### config.mk
export PLATFORM = sky130hd
export DESIGN_NAME = jtframe_sdram_rqcheck
export DESIGN_NICKNAME = d
export VERILOG_FILES = /design/src/rtl/jtframe_sdram_rqcheck.sv
export SDC_FILE = /design/constraint.sdc
export NUM_CORES = 1
export LEC_CHECK = 0
export BUFFER_PORTS_ARGS = -buffer_cell sky130_fd_sc_hd__buf_4
export CAP_MARGIN = 30
export CORE_MARGIN = 5
export CORE_UTILIZATION = 45
export DETAILED_ROUTE_END_ITERATION = 8
export PLACE_DENSITY = 0.65
export SYNTH_ARGS = -nofsm -noshare
export SYNTH_HDL_FRONTEND = slang
export SYNTH_SLANG_ARGS = --single-unit
export TNS_END_PERCENT = 10
### constraint.sdc
create_clock -name clk -period 5.5 [get_ports clk]
set_input_delay 1.1 -clock clk [delete_from_list [all_inputs] [get_ports clk]]
set_output_delay 1.1 -clock clk [all_outputs]
set_load 0.005 [all_outputs]
### src/rtl/jtframe_sdram_rqcheck.sv
// Passive per-bank SDRAM request/ack/rdy protocol checker with sticky error flags.
// Optional worst-case latency tracking is enabled by defining JTFRAME_RQCHK_LAT_EN.
module jtframe_sdram_rqcheck #(
    parameter int BANKS  = 4,
    parameter int ACK_TO = 64,
    parameter int RDY_TO = 64,
    parameter int CW     = 8
) (
    input  logic             clk,
    input  logic             rst,
    input  logic [BANKS-1:0] ba_rd,
    input  logic [BANKS-1:0] ba_wr,
    input  logic [BANKS-1:0] ba_ack,
    input  logic [BANKS-1:0] ba_rdy,
    input  logic             clr,
    output logic [BANKS-1:0] err_noreq,
    output logic [BANKS-1:0] err_noack,
    output logic [BANKS-1:0] err_ackto,
    output logic [BANKS-1:0] err_rdyto,
    output logic             err_any,
    output logic [15:0]      err_cnt,
    output logic [CW-1:0]    max_lat
);

    typedef enum logic [1:0] {
        S_IDLE     = 2'd0,
        S_WAIT_ACK = 2'd1,
        S_WAIT_RDY = 2'd2
    } state_t;

    localparam logic [CW-1:0] ACK_LAST = CW'(ACK_TO - 1);
    localparam logic [CW-1:0] RDY_LAST = CW'(RDY_TO - 1);
    localparam logic [CW-1:0] CNT_MAX  = {CW{1'b1}};

    state_t          state_q [BANKS];
    state_t          state_d [BANKS];
    logic [CW-1:0]   cnt_q   [BANKS];
    logic [CW-1:0]   cnt_d   [BANKS];

    logic [BANKS-1:0] last_rq_q, last_rq_d;
    logic [BANKS-1:0] rq_s, rq_edge_s;
    logic [BANKS-1:0] new_noreq_s, new_noack_s, new_ackto_s, new_rdyto_s;
    logic [BANKS-1:0] err_noreq_q, err_noreq_d;
    logic [BANKS-1:0] err_noack_q, err_noack_d;
    logic [BANKS-1:0] err_ackto_q, err_ackto_d;
    logic [BANKS-1:0] err_rdyto_q, err_rdyto_d;
    logic             err_any_q, err_any_d;
    logic [15:0]      err_cnt_q, err_cnt_d;
    logic             fire_s;

    assign rq_s      = ba_rd | ba_wr;
    assign rq_edge_s = rq_s & ~last_rq_q;

    // Per-bank handshake FSM next state, counters and violation detection
    always_comb begin
        last_rq_d   = rq_s;
        new_noreq_s = {BANKS{1'b0}};
        new_noack_s = {BANKS{1'b0}};
        new_ackto_s = {BANKS{1'b0}};
        new_rdyto_s = {BANKS{1'b0}};
        for (int b = 0; b < BANKS; b++) begin
            state_d[b] = state_q[b];
            cnt_d[b]   = (cnt_q[b] == CNT_MAX) ? cnt_q[b] : cnt_q[b] + CW'(1);
            case (state_q[b])
                S_IDLE: begin
                    new_noreq_s[b] = ba_ack[b];
                    new_noack_s[b] = ba_rdy[b];
                    if (rq_edge_s[b]) begin
                        state_d[b] = S_WAIT_ACK;
                        cnt_d[b]   = {CW{1'b0}};
                    end else begin
                        cnt_d[b]   = {CW{1'b0}};
                    end
                end
                S_WAIT_ACK: begin
                    // rdy in the same cycle as ack is still premature
                    new_noack_s[b] = ba_rdy[b];
                    if (ba_ack[b]) begin
                        state_d[b] = S_WAIT_RDY;
                        cnt_d[b]   = {CW{1'b0}};
                    end else if (cnt_q[b] == ACK_LAST) begin
                        new_ackto_s[b] = 1'b1;
                        state_d[b]     = S_IDLE;
                    end else begin
                        state_d[b] = S_WAIT_ACK;
                    end
                end
                S_WAIT_RDY: begin
                    new_noreq_s[b] = ba_ack[b];
                    if (ba_rdy[b]) begin
                        if (rq_edge_s[b]) begin
                            state_d[b] = S_WAIT_ACK;
                            cnt_d[b]   = {CW{1'b0}};
                        end else begin
                            state_d[b] = S_IDLE;
                        end
                    end else if (cnt_q[b] == RDY_LAST) begin
                        new_rdyto_s[b] = 1'b1;
                        state_d[b]     = S_IDLE;
                    end else begin
                        state_d[b] = S_WAIT_RDY;
                    end
                end
                default: begin
                    state_d[b] = S_IDLE;
                    cnt_d[b]   = {CW{1'b0}};
                end
            endcase
        end
    end

    // Sticky error bits and saturating error-cycle counter; a new violation beats clr
    always_comb begin
        fire_s      = |{new_noreq_s, new_noack_s, new_ackto_s, new_rdyto_s};
        err_noreq_d = (clr ? {BANKS{1'b0}} : err_noreq_q) | new_noreq_s;
        err_noack_d = (clr ? {BANKS{1'b0}} : err_noack_q) | new_noack_s;
        err_ackto_d = (clr ? {BANKS{1'b0}} : err_ackto_q) | new_ackto_s;
        err_rdyto_d = (clr ? {BANKS{1'b0}} : err_rdyto_q) | new_rdyto_s;
        err_any_d   = |{err_noreq_d, err_noack_d, err_ackto_d, err_rdyto_d};
        if (clr) begin
            err_cnt_d = {15'd0, fire_s};
        end else if (fire_s && (err_cnt_q != 16'hFFFF)) begin
            err_cnt_d = err_cnt_q + 16'd1;
        end else begin
            err_cnt_d = err_cnt_q;
        end
    end

    // State, counter and error registers
    always_ff @(posedge clk) begin
        if (rst) begin
            for (int b = 0; b < BANKS; b++) begin
                state_q[b] <= S_IDLE;
                cnt_q[b]   <= {CW{1'b0}};
            end
            last_rq_q   <= {BANKS{1'b0}};
            err_noreq_q <= {BANKS{1'b0}};
            err_noack_q <= {BANKS{1'b0}};
            err_ackto_q <= {BANKS{1'b0}};
            err_rdyto_q <= {BANKS{1'b0}};
            err_any_q   <= 1'b0;
            err_cnt_q   <= 16'd0;
        end else begin
            for (int b = 0; b < BANKS; b++) begin
                state_q[b] <= state_d[b];
                cnt_q[b]   <= cnt_d[b];
            end
            last_rq_q   <= last_rq_d;
            err_noreq_q <= err_noreq_d;
            err_noack_q <= err_noack_d;
            err_ackto_q <= err_ackto_d;
            err_rdyto_q <= err_rdyto_d;
            err_any_q   <= err_any_d;
            err_cnt_q   <= err_cnt_d;
        end
    end

    assign err_noreq = err_noreq_q;
    assign err_noack = err_noack_q;
    assign err_ackto = err_ackto_q;
    assign err_rdyto = err_rdyto_q;
    assign err_any   = err_any_q;
    assign err_cnt   = err_cnt_q;

`ifdef JTFRAME_RQCHK_LAT_EN
    logic [CW-1:0] lat_q [BANKS];
    logic [CW-1:0] lat_d [BANKS];
    logic [CW-1:0] max_lat_q, max_lat_d;

    // Latency counters restart at 1 on an accepted edge so they read rdy-minus-edge at rdy
    always_comb begin
        max_lat_d = clr ? {CW{1'b0}} : max_lat_q;
        for (int b = 0; b < BANKS; b++) begin
            if (rq_edge_s[b] && ((state_q[b] == S_IDLE) ||
                                 ((state_q[b] == S_WAIT_RDY) && ba_rdy[b]))) begin
                lat_d[b] = CW'(1);
            end else if (lat_q[b] != CNT_MAX) begin
                lat_d[b] = lat_q[b] + CW'(1);
            end else begin
                lat_d[b] = lat_q[b];
            end
            if ((state_q[b] == S_WAIT_RDY) && ba_rdy[b] && (lat_q[b] > max_lat_d)) begin
                max_lat_d = lat_q[b];
            end else begin
                max_lat_d = max_lat_d;
            end
        end
    end

    // Latency registers
    always_ff @(posedge clk) begin
        if (rst) begin
            for (int b = 0; b < BANKS; b++) begin
                lat_q[b] <= {CW{1'b0}};
            end
            max_lat_q <= {CW{1'b0}};
        end else begin
            for (int b = 0; b < BANKS; b++) begin
                lat_q[b] <= lat_d[b];
            end
            max_lat_q <= max_lat_d;
        end
    end

    assign max_lat = max_lat_q;
`else
    assign max_lat = {CW{1'b0}};
`endif

endmodule

==> impl_metrics.toml, run 1 <==
[run_status]
status = "finished clean"

[logic_synthesis]
syn-instance-count = 474
synth_xor_xnor_area_share = 0.0351
ys_seq_area_frac = 0.387
yosysUniqueCellTypes = 55
synthSimpleGateAreaFrac = 0.276
yosysMostFrequentCell = "dfxtp_1"
synth.area.mux_share = 0.0151
ys_seq_elements = 77
synth-compound-area-share = 0.162
synth_top_family_by_area = "simple AND/OR/NAND/NOR gates"
synth.avg_cell_area_um2 = 8.41
synthTopCellsByArea = "dfxtp_1, ha_1, nor2_1"
synth_edf_count = 0
ys_top_cells_by_count = "dfxtp_1, nor2_1, nand2_1"
synthDominantCellAreaShare = 0.387
synth_warnings = 0
yosys.area_share.adder = 0.0659
synthArstFlopShare = 0
synth_top_area_cell = "dfxtp_1"
synthFlopType = "dfxtp_1"
syn_area_um2 = 3990

[floorplanning]
fp-row-count = 34
die-width_um = 104
die_y_um = 104
io_pins = 60
design.core.area_um2 = 8680
start_util = 0.459
die-area_um2 = 10800

[worst_setup_path]
ff2ff_setup_slack_ps = 2990
startpoint_type = "input port"
crit_path_end_kind = "register"
crit_fanout = 32
path_class = "in -> reg"
cp.arrival_ps = 2850
crit_required_ps = 5750

[cts]
htreeDepth = 3
post_cts_resized = 0
insertion_delay_ps = 350
cts_root_buffer = "clkbuf_8"
cts.clk_slew.worst_paths_ps = 80
clkSinkCount = 77
post_cts_buffers = 0
cts_tree = "yes"
ctsLongestPathBuffers = 2
cts_hold_buffers = 0
cts_buffers = 9

[detailed_routing]
route.detailed.drc = 0
num_vias = 3448
totalWireLength_um = 8390
drtIter0Drc = 151
ant_nets = 0
avgViaCountPerCell = 5.47
drt-pass1-iter-count = 5
wire_per_inst_um = 13.3

[power]
p_leak_nw = 1.77
ir_worst_vdd_mv = 0.166
p_per_area_nw_per_um2 = 278

[finish]
final_area_um2 = 4620
fin_util = 0.533
syn_to_final_growth_pct = 15.9
drive_above_1_share = 0.174
nFillCells = 840
antenna_cells = 0
num-nets-final = 558

[sta]
drv_slew = 0
fin_crit_sh = 0.473
finalHoldViolations = 0
fin_hold_ws_ps = 490
min_period_ps = 2600
slew_headroom = 0.523
worstMarginPinSlew_ps = 710
setup_tns_ps = 0
clock_skew_ps = 7.87
finalSetupViolations = 0
fmax_mhz = 385
rsz0062_at_grt = "no"

[place]
dp_hpwl_um = 6240
numPortBuffers = 51
dpl-instance-area_um2 = 4380
gp_congestion = 0.768

[global_routing]
grt_max_degree = 37
grt_pass1_wl_um = 14400
antenna_found_initial = 0
grt_use_total = 0.157
grt_pass1_vias = 3190
globalRoute.totalOverflow = 0

[job]
cap_violations = 0

[hold_path]
min_path_type = "reg -> reg"
kinds of logic (layout without fill, tap and decap cells):
kind of cell,Yosys count,in the layout
other,1,8
xor gates and xnor gates,16,16
DFF,77,77
buffers and inverters,43,84
muxes,6,6
adders and majority gates,21,21
AOI/OAI and AO/OA,97,97
and+or+nand+nor,213,213
metal layers:
layer	vias to the layer above	wire, µm	track usage
met5	-	0	0
met4	0	79	0.0426
met3	7	384	0.0466
met2	59	3940	0.256
met1	1620	3990	0.201
li1	1762	-	-
worst max-delay path, stage by stage:
cell and delay, ps:
buf_4 130, o21ai_1 150, nand2_1 90, or4_4 500
nor4_4 270, buf_4 340, nor4_1 100, o21a_1 170
flip-flops by register name, summed over array words and instances (netlist names):
| name | count |
|---|---|
| err_ackto | 4 |
| state_q | 8 |
| cnt_q | 32 |
| err_any | 1 |
| err_noack | 4 |
| err_rdyto | 4 |
| err_cnt | 16 |
| err_noreq | 4 |
| last_rq_q | 4 |
power breakdown:
part           internal (W)  switching, W  total [W]
combinational     0.0000738     0.0000906   0.000164
sequential         0.000578     0.0000186   0.000597
clock              0.000323      0.000201   0.000525
through the flow:
stage	worst slack, ps	power [W]	std cells
2_1_floorplan	2780	0.000725	481
3_3_place_gp	2570	0.000769	615
3_5_place_dp	2540	0.000774	615
4_1_cts	2920	0.00130	630
5_1_grt	2770	0.00136	630
6_report	2900	0.00129	630
worst paths after layout:
check,from,endpoint,depth (start not counted)
min,err_rdyto[2],err_rdyto[2],2
max reg2reg,state_q[0][0],err_cnt[3],9
max,ba_rdy[0],err_cnt[3],8
min reg2reg,err_rdyto[2],err_rdyto[2],2
final cells by class:
class,count,area (µm²),share of cell area
inverter,16,60.1,0.0130
clock inverter,4,95.1,0.0206
multi-input combinational,361,2240,0.485
clock buffer,11,151,0.0328
tap,108,135,0.0292
timing repair buffer,53,398,0.0861
sequential,77,1540,0.334
layout by cell type (no fill, tap or decap), drive strengths merged, types with 6 or more instances in the layout:
cell	n
a21oi	35
a22oi	8
and3	10
and4	6
buf	53
clkbuf	11
conb	8
dfxtp	77
ha	21
inv	16
mux2i	6
nand2	44
nand3	14
nand4	18
nor2	68
nor2b	13
nor3	9
o21ai	23
or3	8
or4	8
xnor2	7
xor2	9
Power figures use the tool's default switching activity.
==> run 2, diff against run 1 <==
--- a/config.mk
+++ b/config.mk
@@ -5,6 +5,7 @@
 export SDC_FILE = /design/constraint.sdc
 export NUM_CORES = 1
 export LEC_CHECK = 0
+export ABC_AREA = 1
 export BUFFER_PORTS_ARGS = -buffer_cell sky130_fd_sc_hd__buf_4
 export CAP_MARGIN = 30
 export CORE_MARGIN = 5
==> constraint.sdc (replaced) <==
create_clock -name clk -period 2.5 [get_ports clk]
set_input_delay 0.5 -clock clk [delete_from_list [all_inputs] [get_ports clk]]
set_output_delay 0.5 -clock clk [all_outputs]
set_load 0.005 [all_outputs]
==> run 2 against run 1 <==
Effect of this change:
- worst setup slack worse by 2500 ps
- total power up 120%
- non-clock buffer count is 2 lower
- hold slack worse by 130 ps
- clock skew up 2.6 ps
- critical path type is now reg -> reg
- first-iteration DRC count increased by 15%
- highest routed layer unchanged
- die area is 5.3% higher
- critical path depth grew 3
- critical endpoint is now err_cnt[5]
- sequential power is 120% higher
- flip-flop and latch count did not move
==> impl_metrics.toml, run 2 <==
[run_status]
status = "finished clean"

[global_routing]
globalRoute.totalOverflow = 0
antenna_found_initial = 0
grt_use_total = 0.173
grt_max_degree = 33
grt_pass1_vias = 3787
grt_pass1_wl_um = 16500

[floorplanning]
die-width_um = 107
design.core.area_um2 = 9200
io_pins = 60
fp-row-count = 35
start_util = 0.459
die-area_um2 = 11400
die_y_um = 107

[cts]
post_cts_buffers = 0
cts_tree = "yes"
cts_hold_buffers = 0
clkSinkCount = 77
cts.clk_slew.worst_paths_ps = 80
insertion_delay_ps = 340
cts_root_buffer = "clkbuf_8"
post_cts_resized = 0
htreeDepth = 3
cts_buffers = 9
ctsLongestPathBuffers = 2

[power]
ir_worst_vdd_mv = 0.325
p_total_w = 0.00281
p_per_area_nw_per_um2 = 574
p_leak_nw = 2.16

[logic_synthesis]
synthArstFlopShare = 0
synth_top_area_cell = "dfxtp_1"
ys_seq_elements = 77
ys_seq_area_frac = 0.365
synth.avg_cell_area_um2 = 7.20
ys_top_cells_by_count = "inv_1, nand2_1, nor2_1"
yosysMostFrequentCell = "inv_1"
synthDominantCellAreaShare = 0.365
syn_area_um2 = 4220
synth_edf_count = 0
syn-instance-count = 586
synth_warnings = 0
yosysUniqueCellTypes = 44
synthTopCellsByArea = "dfxtp_1, inv_1, nand2_1"
synthFlopType = "dfxtp_1"

[worst_setup_path]
crit_fanout = 18
path_class = "reg -> reg"
cp_common_cell = "nand2_1"
crit_required_ps = 2770
crit_path_end_kind = "register"
startpoint_type = "register"
crit_chain = "inv_1 -> ha_1 -> o21ai_0 -> nand2_1 -> nor2_1 -> nand2_1 -> nor2_1 -> nand2_4 -> nand2_4 -> nand2_1 -> a21oi_2"
max_stage_delay_ps = 390
cpMaxStageDelayCell = "dfxtp_1"
cp.arrival_ps = 2360

[detailed_routing]
ant_nets = 0
drtIter0Drc = 174
route.detailed.drc = 0
wire_per_inst_um = 12.5
avgViaCountPerCell = 5.10
num_vias = 3847
totalWireLength_um = 9450
drt-pass1-iter-count = 4

[sta]
fmax_mhz = 478
setup_tns_ps = 0
min_period_ps = 2090
finalHoldViolations = 0
finalSetupViolations = 0
drv_slew = 0
rsz0062_at_grt = "no"
slew_headroom = 0.563
worstMarginPinSlew_ps = 654
clock_skew_ps = 10.4
fin_crit_sh = 0.837
setup_slack_ps = 408

[place]
gp_congestion = 0.878
numPortBuffers = 51
placed_cells = 739
dp_hpwl_um = 7320
dpl_worst_slack_ps = 429

[finish]
largest_register_ffs = 32
syn_to_final_growth_pct = 16.0
drive_above_1_share = 0.151
fin_cells = 754
final_common_cell = "inv_1"
antenna_cells = 0
top_register = "cnt_q"
num-nets-final = 679
mostFrequentLayoutCells = "inv_1, nand2_1, nor2_1, dfxtp_1, nand3_1"
nFillCells = 896
fin_util = 0.532

[hold_path]
min_path_type = "in -> reg"

[job]
cap_violations = 0
==> run 2: changes by cell type after synthesis, moves of 9 or more <==
| cell | previous run | this run |
|---|---|---|
| clkbuf_1 | 13 | 4 |
| inv_1 | 16 | 85 |
| nand2_1 | 44 | 84 |
| nand2_2 | 0 | 9 |
| nand3_1 | 13 | 57 |
| nand4_1 | 18 | 4 |
| nor2_1 | 68 | 83 |
| nor2b_1 | 13 | 0 |
| nor3_1 | 9 | 20 |
==> run 2: area by class of cell <==
| type | count | area [µm²] | area share |
|---|---|---|---|
| well taps | 111 | 139 | 0.0284 |
| multi-input cells | 414 | 2270 | 0.464 |
| flip-flops and latches | 77 | 1540 | 0.315 |
| inverters | 86 | 323 | 0.0660 |
| clock buffers | 9 | 124 | 0.0253 |
| repair buffers | 51 | 383 | 0.0782 |
| clock inverters | 6 | 113 | 0.0230 |
==> run 2: kinds of logic (layout without fill, tap and decap cells) <==
logic type | Yosys count | count (layout) | share of synthesized area
compound gates | 92 | 92 | 0.135
xor+xnor | 17 | 17 | 0.0353
simple gates | 276 | 276 | 0.299
fa+ha+maj | 21 | 21 | 0.0623
buf+inv | 102 | 152 | 0.103
flops | 77 | 77 | 0.365
other cells | 1 | 8 | 0.000889
==> run 2: routing by layer <==
layer | track usage | part of all wire | vias up
met4 | 0.0566 | 0.014 | 0
met1 | 0.212 | 0.46 | 1756
met5 | 0 | 0 | -
met2 | 0.302 | 0.48 | 78
met3 | 0.0361 | 0.049 | 11
li1 | - | - | 2002
==> run 2: worst paths after layout <==
check / start / slack, ps / cells after the start / to
setup reg to reg: state_q[2][1] / 410 / 11 / err_cnt[5]
hold reg to reg: cnt_q[1][3] / 470 / 1 / cnt_q[1][4]
setup / recovery: state_q[2][1] / 410 / 11 / err_cnt[5]
hold / removal: ba_rd[2] / 360 / 3 / last_rq_q[2]
==> run 2: report_power, final <==
group,leakage (nW),switching (W),internal [W]
clock network,0.119,0.000461,0.000660
logic,1.41,0.000220,0.000155
registers,0.626,0.0000405,0.00127
total,2.16,0.000721,0.00209
==> run 2: metrics by stage <==
step | instance area, µm² | hold WS [ps]
floorplan | 4250 | 434
global placement | 4660 | 454
detailed placement | 4660 | 463
CTS | 4890 | 354
global route | 4890 | 393
finish | 4890 | 364
==> run 2: worst max-delay path, delay by kind of cell, from the launching register on <==
kind / cells / cell delay, ps
simple gates: 7 / 890
compound gates: 2 / 410
flops: 1 / 390
fa+ha+maj: 1 / 220
buf+inv: 1 / 90
==> run 3, diff against run 2 <==
--- a/config.mk
+++ b/config.mk
@@ -5,7 +5,7 @@
 export SDC_FILE = /design/constraint.sdc
 export NUM_CORES = 1
 export LEC_CHECK = 0
-export ABC_AREA = 1
+export ABC_AREA = 0
 export BUFFER_PORTS_ARGS = -buffer_cell sky130_fd_sc_hd__buf_4
 export CAP_MARGIN = 30
 export CORE_MARGIN = 5
==> constraint.sdc (replaced) <==
create_clock -name clk -period 2 [get_ports clk]
set_input_delay 0.4 -clock clk [delete_from_list [all_inputs] [get_ports clk]]
set_output_delay 0.4 -clock clk [all_outputs]
set_load 0.005 [all_outputs]
==> run 3 against run 2 <==
Effect of this change:
- the flow now finishes with violations (negative setup slack)
- worst setup slack got worse by 660 ps
- hold slack got worse by 110 ps
- die area decreased by 5.0%
- register-to-register slack got worse by 660 ps
==> impl_metrics.toml, run 3 (synthesis results as in run 1) <==
[run_status]
status = "finished with violations"
violations = "negative setup slack"

[place]
gp_congestion = 0.823
dp_hpwl_um = 7370
numPortBuffers = 51

[global_routing]
antenna_found_initial = 0
grt_pass1_wl_um = 16400
grt_pass1_vias = 3599
grt_use_total = 0.177
globalRoute.totalOverflow = 0
grt_max_degree = 34

[power]
ir_worst_vdd_mv = 0.389
p_leak_nw = 2.21
p_per_area_nw_per_um2 = 677
p_total_w = 0.00367

[worst_setup_path]
ff2ff_setup_slack_ps = -250
crit_required_ps = 2280
cpMaxStageDelayCell = "or4_1"
path_class = "reg -> reg"
crit_chain = "inv_1 -> ha_2 -> buf_4 -> nor2b_2 -> nand3_2 -> o21ai_2 -> nor4_4 -> buf_6 -> clkbuf_16 -> or4_1 -> a21oi_1"
crit_path_end = "err_cnt[8]"
worstReg2RegStart = "state_q[2][0]"
reg2reg_to = "err_cnt[8]"
crit_path_end_kind = "register"
crit_fanout = 13
worstRegToRegCells = 11
startpoint_type = "register"
critPathLaunch = "state_q[2][0]"
cp.arrival_ps = 2530
max_stage_delay_ps = 510

[cts]
cts.clk_slew.worst_paths_ps = 80
clkSinkCount = 77
cts_tree = "yes"
cts_buffers = 9
cts_root_buffer = "clkbuf_8"
insertion_delay_ps = 350
htreeDepth = 3
cts_hold_buffers = 0
ctsLongestPathBuffers = 2

[floorplanning]
die_y_um = 104
fp-row-count = 34
die-width_um = 104
start_util = 0.459
die-area_um2 = 10800
design.core.area_um2 = 8680
io_pins = 60

[finish]
syn_to_final_growth_pct = 36.1
fin_util = 0.625
largest_register_ffs = 32
top_register = "cnt_q"
mostFrequentLayoutCells = "buf_4, dfxtp_1, nor2_1, nand2_1, a21oi_1"
nFillCells = 795
num-nets-final = 641
antenna_cells = 0
drive_above_1_share = 0.353
final_common_cell = "buf_4"

[sta]
setup_slack_ps = -255
rsz0062_at_grt = "yes"
drv_slew = 0
fmax_mhz = 444
finalSetupViolations = 16
fin_crit_sh = 1.13
fin_hold_ws_ps = 256
clock_skew_ps = 8.57
finalHoldViolations = 0
min_period_ps = 2250

[detailed_routing]
avgViaCountPerCell = 5.29
route.detailed.drc = 0
num_vias = 3780
drt-pass1-iter-count = 4
totalWireLength_um = 9710
wire_per_inst_um = 13.6
ant_nets = 0
drtIter0Drc = 108

[hold_path]
min_path_type = "in -> reg"
hold_path.startpoint = "rst"

[job]
cap_violations = 0
run 3: changes by cell type in the layout (fill, tap and decap cells not counted), sizes merged, moves of 14 or more:
cell   change
buf       +83
inv       -69
nand2     -52
nand3     -44
nor2      -16
nand4     +14
nor3      -14
run 3: worst min-delay path by stage:
stage,slack (ps),end,cells past startpoint
5_1_grt,250,last_rq_q[0],2
2_1_floorplan,450,state_q[2][0],2
3_5_place_dp,490,cnt_q[1][5],2
4_1_cts,250,last_rq_q[1],3
3_3_place_gp,470,cnt_q[1][5],2
6_report,260,last_rq_q[0],2
run 3: cell type report:
type	count	area [µm²]	share of cell area
clock inverters	7	98.8	0.0182
well taps	108	135	0.0249
flip-flops and latches	77	1550	0.286
repair buffers	136	1080	0.200
inverters	16	60.1	0.0111
multi-input cells	361	2370	0.437
clock buffers	9	124	0.0228
run 3: what timing repair did:
item                       4_1_cts  5_1_grt
gates cloned                     0        2
resized for setup                7       16
buffers inserted                 0        4
setup endpoints to repair       17       20
pin swaps                        7        2
run 3: routing by layer:
layer	up-vias	global-route usage	wire (µm)
met5	-	0	0
met4	0	0.0555	127
met3	12	0.0403	423
met2	64	0.306	4760
met1	1775	0.216	4400
li1	1929	-	-
run 3: critical path: cells and delay by family (launching register included):
kind / cells / cell delay, ps
AO/OA/AOI/OAI: 2 / 290
AND/OR/NAND/NOR: 4 / 850
adder cells (fa/ha/maj): 1 / 190
flip-flops: 1 / 340
buffers and inverters: 4 / 510
run 3: power breakdown:
group | internal [W] | switching (W)
sequential | 0.00160 | 0.0000448
combinational | 0.000390 | 0.000331
clock | 0.000709 | 0.000601
run 3: per-stage QoR:
step                worst slack, ps  cells  setup TNS [ps]  instance area, µm²
floorplan                      -203    481           -1790                4070
finish                         -255    714           -3310                5430
detailed placement             -255    692           -3100                5040
CTS                            -242    708           -2740                5280
global route                   -352    714           -4900                5430
global placement               -204    692           -2210                5040
